### src/rtl/dma_bus_arbiter.sv
// ---------------------------------------------------------------------------
// dma_bus_arbiter
//
// Shares the CPU address/data bus between the 6502 core and two DMA
// requesters: the 256-byte OAM block copy and the single-byte DMC sample
// fetch. The core is stalled through RDY. The DMA then masters the bus on
// the alternating GET/PUT cycle grid. One CLK edge is one CPU cycle.
//
// Optional feature macro: DMA_DMC_STEAL_EN
//   defined   : a DMC fetch pending during an OAM copy steals the next GET
//               slot, followed by one idle ALIGN slot, then OAM resumes.
//   undefined : a DMC fetch pending during an OAM copy waits until the copy
//               finishes and is then serviced without a new halt cycle.
//
// Handshake: OAM_REQ / DMC_REQ are single-cycle pulses that are accepted
// only when no request of the same kind is pending. The request address is
// captured in the accepting cycle. DMC_ACK is a single-cycle pulse in the
// cycle where DB_IN carries the fetched DMC byte.
//
// Ports
//   CLK       in   1   CPU cycle clock, rising edge
//   n_RES     in   1   asynchronous active-low reset
//   CPU_WR    in   1   core's current cycle is a write (cannot be halted)
//   OAM_REQ   in   1   pulse: start OAM copy
//   OAM_PAGE  in   8   OAM source page, sampled with OAM_REQ
//   DMC_REQ   in   1   pulse: fetch one DMC byte
//   DMC_ADDR  in   16  DMC source address, sampled with DMC_REQ
//   DB_IN     in   8   bus read data
//   RDY       out  1   0 = core stalled
//   DMA_OWN   out  1   DMA drives the bus this cycle
//   DMA_ADDR  out  16  DMA bus address
//   DMA_RD    out  1   DMA read cycle
//   DMA_WR    out  1   DMA write cycle
//   DB_OUT    out  8   data for OAM PUT (byte latched on the GET)
//   DMC_ACK   out  1   DB_IN holds the DMC byte this cycle
//   PHASE     out  1   0 = GET cycle, 1 = PUT cycle
//   DBG_STATE out  3   current FSM state (debug)
// ---------------------------------------------------------------------------
module dma_bus_arbiter #(
   parameter int unsigned OAM_LEN  = 256,
   parameter logic [15:0] OAM_PORT = 16'h2004
) (
   input  logic        CLK,
   input  logic        n_RES,
   input  logic        CPU_WR,
   input  logic        OAM_REQ,
   input  logic [7:0]  OAM_PAGE,
   input  logic        DMC_REQ,
   input  logic [15:0] DMC_ADDR,
   input  logic [7:0]  DB_IN,
   output logic        RDY,
   output logic        DMA_OWN,
   output logic [15:0] DMA_ADDR,
   output logic        DMA_RD,
   output logic        DMA_WR,
   output logic [7:0]  DB_OUT,
   output logic        DMC_ACK,
   output logic        PHASE,
   output logic [2:0]  DBG_STATE
);

   typedef enum logic [2:0] {
      ST_IDLE    = 3'd0,
      ST_HALT    = 3'd1,
      ST_DUMMY   = 3'd2,
      ST_ALIGN   = 3'd3,
      ST_OAM_GET = 3'd4,
      ST_OAM_PUT = 3'd5,
      ST_DMC_GET = 3'd6
   } state_e;

   // A length of 256 truncates to 8'hFF: the counter wraps after the last
   // PUT and no extra cycle is spent.
   localparam logic [7:0] OAM_LAST = 8'(OAM_LEN - 1);

   state_e      state_q, state_d;
   logic        phase_q;
   logic        oam_pend_q, oam_pend_d;
   logic        dmc_pend_q, dmc_pend_d;
   logic [7:0]  cnt_q, cnt_d;
   logic [7:0]  page_q, page_d;
   logic [15:0] dmc_addr_q, dmc_addr_d;
   logic [7:0]  db_out_q, db_out_d;
   logic        from_dummy_q;
   logic        oam_accept;
   logic        dmc_accept;
   logic        oam_last;

   // Requests of a kind already pending (or an OAM copy in flight) are dropped.
   assign oam_accept = OAM_REQ && !oam_pend_q;
   assign dmc_accept = DMC_REQ && !dmc_pend_q;
   assign oam_last   = (cnt_q == OAM_LAST);

   always_ff @(posedge CLK or negedge n_RES) begin
      if (!n_RES) begin
         state_q      <= ST_IDLE;
         phase_q      <= 1'b0;
         oam_pend_q   <= 1'b0;
         dmc_pend_q   <= 1'b0;
         cnt_q        <= 8'h00;
         page_q       <= 8'h00;
         dmc_addr_q   <= 16'h0000;
         db_out_q     <= 8'h00;
         from_dummy_q <= 1'b0;
      end else begin
         state_q      <= state_d;
         phase_q      <= ~phase_q;
         oam_pend_q   <= oam_pend_d;
         dmc_pend_q   <= dmc_pend_d;
         cnt_q        <= cnt_d;
         page_q       <= page_d;
         dmc_addr_q   <= dmc_addr_d;
         db_out_q     <= db_out_d;
         from_dummy_q <= (state_q == ST_DUMMY);
      end
   end

   // Pending flags, captured addresses, byte counter and GET data latch.
   always_comb begin
      oam_pend_d = oam_pend_q;
      dmc_pend_d = dmc_pend_q;
      cnt_d      = cnt_q;
      page_d     = page_q;
      dmc_addr_d = dmc_addr_q;
      db_out_d   = db_out_q;
      if (state_q == ST_OAM_PUT && oam_last) oam_pend_d = 1'b0;
      if (state_q == ST_DMC_GET)             dmc_pend_d = 1'b0;
      if (oam_accept) begin
         oam_pend_d = 1'b1;
         page_d     = OAM_PAGE;
         cnt_d      = 8'h00;
      end else if (state_q == ST_OAM_PUT) begin
         cnt_d = cnt_q + 8'd1;
      end
      if (dmc_accept) begin
         dmc_pend_d = 1'b1;
         dmc_addr_d = DMC_ADDR;
      end
      if (state_q == ST_OAM_GET) db_out_d = DB_IN;
   end

   // Next state. phase_q == 1 means the coming cycle is a GET slot.
   always_comb begin
      state_d = state_q;
      case (state_q)
         ST_IDLE: begin
            if (oam_pend_q || dmc_pend_q) state_d = ST_HALT;
         end
         ST_HALT: begin
            // Core writes cannot be stalled; wait for its first read cycle.
            if (!CPU_WR) begin
               if (dmc_pend_q)      state_d = ST_DUMMY;
               else if (oam_pend_q) state_d = phase_q ? ST_OAM_GET : ST_ALIGN;
               else                 state_d = ST_IDLE;
            end
         end
         ST_DUMMY: begin
            state_d = phase_q ? ST_DMC_GET : ST_ALIGN;
         end
         ST_ALIGN: begin
            // ALIGN always sits on a PUT slot; what follows depends on
            // whether it was padding a DMC fetch or an OAM GET.
            state_d = from_dummy_q ? ST_DMC_GET : ST_OAM_GET;
         end
         ST_OAM_GET: begin
            state_d = ST_OAM_PUT;
         end
         ST_OAM_PUT: begin
            if (oam_last) state_d = dmc_pend_q ? ST_DUMMY : ST_IDLE;
`ifdef DMA_DMC_STEAL_EN
            else if (dmc_pend_q) state_d = ST_DMC_GET;
`endif
            else state_d = ST_OAM_GET;
         end
         ST_DMC_GET: begin
            // DMC_GET is on a GET slot, so resuming OAM needs one ALIGN.
            state_d = oam_pend_q ? ST_ALIGN : ST_IDLE;
         end
         default: state_d = ST_IDLE;
      endcase
   end

   // Bus outputs are decoded from the registered state.
   always_comb begin
      DMA_OWN  = 1'b0;
      DMA_ADDR = 16'h0000;
      DMA_RD   = 1'b0;
      DMA_WR   = 1'b0;
      DMC_ACK  = 1'b0;
      case (state_q)
         ST_DUMMY, ST_ALIGN: DMA_OWN = 1'b1;
         ST_OAM_GET: begin
            DMA_OWN  = 1'b1;
            DMA_RD   = 1'b1;
            DMA_ADDR = {page_q, cnt_q};
         end
         ST_OAM_PUT: begin
            DMA_OWN  = 1'b1;
            DMA_WR   = 1'b1;
            DMA_ADDR = OAM_PORT;
         end
         ST_DMC_GET: begin
            DMA_OWN  = 1'b1;
            DMA_RD   = 1'b1;
            DMA_ADDR = dmc_addr_q;
            DMC_ACK  = 1'b1;
         end
         default: ;
      endcase
   end

   assign RDY       = (state_q == ST_IDLE);
   assign DB_OUT    = db_out_q;
   assign PHASE     = phase_q;
   assign DBG_STATE = state_q;

endmodule

### config.mk
export PLATFORM = sky130hd
export DESIGN_NAME = dma_bus_arbiter
export DESIGN_NICKNAME = d
export VERILOG_FILES = /design/src/rtl/dma_bus_arbiter.sv
export SDC_FILE = /design/constraint.sdc
export NUM_CORES = 1
export LEC_CHECK = 0
export ABC_AREA = 1
export CORE_ASPECT_RATIO = 0.5
export CORE_UTILIZATION = 47
export CTS_CLUSTER_DIAMETER = 60
export DETAILED_ROUTE_END_ITERATION = 16
export PLACE_DENSITY = 0.8
export SKIP_CTS_REPAIR_TIMING = 1
export SLEW_MARGIN = 20
export SYNTH_ARGS = -nofsm -noshare
export SYNTH_HDL_FRONTEND = slang
export SYNTH_SLANG_ARGS = --single-unit
### constraint.sdc
create_clock -name CLK -period 1.45 [get_ports CLK]
set_input_delay 0.3625 -clock CLK [delete_from_list [all_inputs] [get_ports CLK]]
set_output_delay 0.3625 -clock CLK [all_outputs]
set_load 0.02 [all_outputs]
Word level (Yosys, flattened, before mapping)
Cells that the tools add are included.
{"block": "word_totals", "out_inout_bits": 33, "memories": 0, "latch_bits": 0, "in_bits": 37, "mem_bits_rw": 0, "register_bits": 47, "word_cells": 55, "romBits": 0}
{"block": "op_classes", "n_div": 0, "shift": 0, "n_mux": 22, "n_bitwise": 1, "magnitude_cmp": 0, "n_mul": 0, "n_reduce_logical": 13, "addsub": 1, "eq_ne": 9}
{"operator": "$pmux W16 S3", "n": 1}
{"operator": "$mux W3", "n": 7}
{"operator": "$pmux W3 S7", "n": 1}
{"operator": "$mux W8", "n": 2}
{"operator": "$eq A3 B3 Y1 const B", "n": 3}
{"operator": "$add A8 B1 Y8 const B", "n": 1}
{"operator": "$eq A8 B8 Y1 const B", "n": 1}
{"operator": "$mux W1", "n": 8}
{"operator": "$eq A3 B2 Y1 const B", "n": 2}
{"operator": "$mux W2", "n": 3}
{"operator": "$reduce_bool A2 Y1", "n": 3}
{"operator": "$reduce_or A5 Y1", "n": 1}
{"operator": "$eq A3 B1 Y1 const B", "n": 1}
{"operator": "$logic_and A1 B1 Y1", "n": 3}
{"operator": "$logic_not A3 Y1", "n": 1}
{"operator": "$logic_not A1 Y1", "n": 2}
{"operator": "$ne A2 B1 Y1 const B", "n": 1}
{"operator": "$ne A2 B2 Y1 const B", "n": 1}
{"operator": "$reduce_and A2 Y1", "n": 1}
{"operator": "$reduce_or A2 Y1", "n": 1}
{"operator": "$logic_or A1 B1 Y1", "n": 1}
{"operator": "$not A1 Y1", "n": 1}

Depth between registers and ports, before layout
Gate-level depths: netlist (run 1).
{"block": "depth", "depth_word": 5, "depth_mapped": 9, "ltp_nobuf": 8}

Worst setup path after synthesis (run 1)
OpenSTA, ideal clock, no wires.
{"block": "synth_path", "kind": "reg2out", "start": "reg state_q[0] (netlist: DBG_STATE[0])", "end": "out DMA_ADDR[0]", "arrival_time_ns": 1.450, "path_buffers": 2, "path_stages_with_launch": 6, "slack_ns": -0.362, "required_ns": 1.087, "path_cell_list": "dfrtp_1 -> buf_6 -> nor2_4 -> nand2_4 -> buf_6 -> o21ai_0"}
{"block": "synth_via", "elab_chain_cells": 2, "word_cells_on_any_way": 4, "classes_between": "eq/ne: 3; mux: 1"}
{"element": "from (decl)", "line_no": "76", "rtl": "state_e state_q, state_d;"}
{"element": "from (signal assigned)", "line_no": "106", "rtl": "state_q <= state_d;"}
{"element": "$eq A3 B3 Y1", "line_no": "190", "rtl": "case (state_q)"}
{"element": "$pmux W16 S3 (*)", "line_no": "190"}
{"element": "to (decl)", "line_no": "53", "rtl": "output logic [15:0] DMA_ADDR,"}
Mark *: on every way between the ends. The rest lies on a longest branch, timed or not.

Worst setup path after layout (run 1)
{"block": "layout_path", "start": "reg state_q[0] (netlist: DBG_STATE[0])", "end": "out DMA_ADDR[2]"}
Same word-level chain as after synthesis.

==> impl_metrics.env, run 1 <==
export IMPL_worstPathMaxFanout=5
export IMPL_swShare=0.385
export IMPL_worst_setup_path_type="flip-flop to output pin"
export IMPL_cts_htree_levels=2
export IMPL_antenna_found_initial=0
export IMPL_avgRoutedWirePerCell_um=14.1
export IMPL_rsz0062_at_grt="true"
export IMPL_fill_cells=316
export IMPL_clock_latency_ns=0.31
export IMPL_combPwrFrac=0.513
export IMPL_arrival_ns=1.53
export IMPL_use_met2=0.422
export IMPL_setup_worst_path_end_class="output pin"
export IMPL_max_freq_ghz=0.529
export IMPL_die_w_um=101
export IMPL_rows=17
export IMPL_dieArea_um2=5220
export IMPL_core_um2=4550
export IMPL_ios=70
export IMPL_p_switching_w=0.00234
export IMPL_grt_pass1_wl_um=9310
export IMPL_violations="setup timing"
export IMPL_layout_commonest_cell="nand2_1"
export IMPL_insertedDiodeCount=0
export IMPL_slew_headroom=0.747
export IMPL_grt_max_degree=33
export IMPL_fin_cells=425
export IMPL_routed_wl_um=5990
export IMPL_synth_top_cell_area_share=0.509
export IMPL_nets=396
export IMPL_yosysWarnings=0
export IMPL_cap_violations=0
export IMPL_layout_common_cells="65 x nand2_1, 44 x dfrtp_1, 35 x clkdlybuf4s50_1"
export IMPL_synthArstFlopShare=1.00
export IMPL_fin_skew_ns=0.00339
export IMPL_worst_pin_slew_ns=0.379
export IMPL_required_ns=1.09
export IMPL_synth_seq_area_share=0.509
export IMPL_synth_cells=256
export IMPL_vias_per_cell=5.02
export IMPL_clockPowerShare=0.139
export IMPL_worstHoldPathType="input port to asynchronous set/reset pin"
export IMPL_dpl_worst_slack_ns=-0.546
export IMPL_ff2ff_setup_slack_ns=0.06
export IMPL_period_share=1.30
export IMPL_syn_area_per_cell_um2=9.03
export IMPL_setup_ws_ns=-0.439
export IMPL_finalSetupTns_ns=-7.35
export IMPL_start_util=0.508
export IMPL_numClockSinks=47
export IMPL_clock_path_buffers=2
export IMPL_start_kind="flip-flop"
export IMPL_cts_root_buf="clkbuf_8"
export IMPL_globalplace_congestion=0.847
export IMPL_p_total_w=0.00608
export IMPL_grt_use_total=0.241
export IMPL_synth_edf_count=0
export IMPL_port_buffers=69
export IMPL_cts_clk_slew_worst_paths_ns=0.09
export IMPL_dp_cells=412
export IMPL_postRouteAntennaNets=0
export IMPL_synth_area_top_cells="dfrtp_1 51%, nand2_1 13%, mux2_2 10%"
export IMPL_cts_tree="yes"
export IMPL_grt_busiest_layer="met2"
export IMPL_p_per_area_nw_per_um2=1730
export IMPL_outcome="complete, but fails checks"
export IMPL_p_int_w=0.00373
export IMPL_vdd_drop_max_uv=743
export IMPL_chipHeight_um=51.6
export IMPL_seqPwrFrac=0.348
export IMPL_grt_use_met3=0.0457
export IMPL_area_growth_pct=51.6
export IMPL_numCtsBuffers=5
export IMPL_firstDrtPassIters=4
export IMPL_hold_viol=0
export IMPL_setup_violations_final=23
export IMPL_synth_cell_types=24
export IMPL_min_period_ns=1.89
export IMPL_syn_cell_area_um2=2310
export IMPL_drive_above_1_share=0.348
export IMPL_post_route_drc_count=0
export IMPL_timing_hold_ws_ns=0.487
export IMPL_vias=2133
export IMPL_grtUsageMet1=0.299
export IMPL_slew_violations=0
export IMPL_post_dp_hpwl_um=4250
export IMPL_grt_pass1_vias=2071
export IMPL_synthFlopType="dfrtp_1"
export IMPL_synth_top_cell_by_area="dfrtp_1"
export IMPL_overflow=0
export IMPL_drtIter0Drc=106
export IMPL_synth_net_count=294
export IMPL_p_leak_nw=1.83
export IMPL_yosys_register_bits=47
==> metrics by stage <==
stage | instance area (um2) | utilization
after global placement | 3300 | 0.724
after CTS | 3390 | 0.745
after global routing | 3510 | 0.770
after floorplan | 2360 | -
after detailed placement | 3300 | 0.724
final | 3510 | 0.770
==> routing by layer <==
metal  part of all wire  wire length [um]
met1               0.43              2590
met2               0.49              2920
met3              0.071               425
met4             0.0098                59
met5                  0                 0
==> power groups by stage <==
stage               logic [W]  registers, W  clock network [W]
finish                0.00311       0.00212           0.000844
global route          0.00335       0.00216           0.000943
CTS                   0.00299       0.00209           0.000861
detailed placement    0.00297       0.00212                  0
global placement      0.00290       0.00209                  0
floorplan             0.00151       0.00224                  0
==> cells in the mapped netlist (3+ instances only) <==
| library cell | n |
|---|---|
| nand3_1 | 22 |
| nor2_4 | 3 |
| mux2_4 | 3 |
| mux2_2 | 21 |
| inv_1 | 20 |
| a21oi_1 | 7 |
| o21ai_0 | 13 |
| dfrtp_1 | 47 |
| buf_6 | 4 |
| nand2_1 | 81 |
| nor2_1 | 19 |
==> worst paths after layout <==
check                              from             end  depth (start not counted)
hold / removal                    n_RES  dmc_addr_q[15]                          2
max in group asynchronous         n_RES    DBG_STATE[2]                          3
setup reg to reg           DBG_STATE[1]        cnt_q[5]                          9
setup / recovery           DBG_STATE[0]     DMA_ADDR[2]                          6
hold reg to reg               page_q[5]       page_q[5]                          2
min in group CLK              page_q[5]       page_q[5]                          2
==> state kept, by name, summed over array words and instances (netlist names), 3 cells and up <==
register,flops
DB_OUT,8
page_q,8
DBG_STATE,3
dmc_addr_q,16
cnt_q,8
==> kinds of logic (layout without fill, tap and decap cells) <==
kind of cell,after synthesis,count (layout),synth area share
mux,24,24,0.122
buf+inv,31,134,0.0666
simple gates,131,131,0.248
fa+ha+maj,1,1,0.00541
flops,47,47,0.509
compound gates,22,22,0.0498
==> worst max-delay path, cell delays in order, from the launching register on <==
cell and delay [ns]:
dfrtp_2 0.47, nor2_4 0.17, nand2_4 0.13, inv_8 0.10, nand2_2 0.05, o211ai_1 0.11, buf_4 0.19
==> cell type report <==
cell class / instances / area [um2] / share of cell area
Inverter: 23 / 93.8 / 0.0268
Sequential cell: 47 / 1180 / 0.337
Timing Repair inverter: 2 / 15.0 / 0.00428
Clock inverter: 1 / 8.76 / 0.00250
Clock buffer: 7 / 86.3 / 0.0246
Timing Repair Buffer: 101 / 986 / 0.281
Multi-Input combinational cell: 178 / 1050 / 0.300
Tap cell: 66 / 82.6 / 0.0236
(Power assumes the default switching activity.)
==> inputs of run 2 (changes only) <==
--- a/config.mk
+++ b/config.mk
@@ -7,6 +7,7 @@
 export LEC_CHECK = 0
 export ABC_AREA = 1
 export CORE_ASPECT_RATIO = 0.5
+export CORE_MARGIN = 1
 export CORE_UTILIZATION = 47
 export CTS_CLUSTER_DIAMETER = 60
 export DETAILED_ROUTE_END_ITERATION = 16
==> results of run 2 <==
The final DEF is identical to that of run 1; final timing and power are the same.
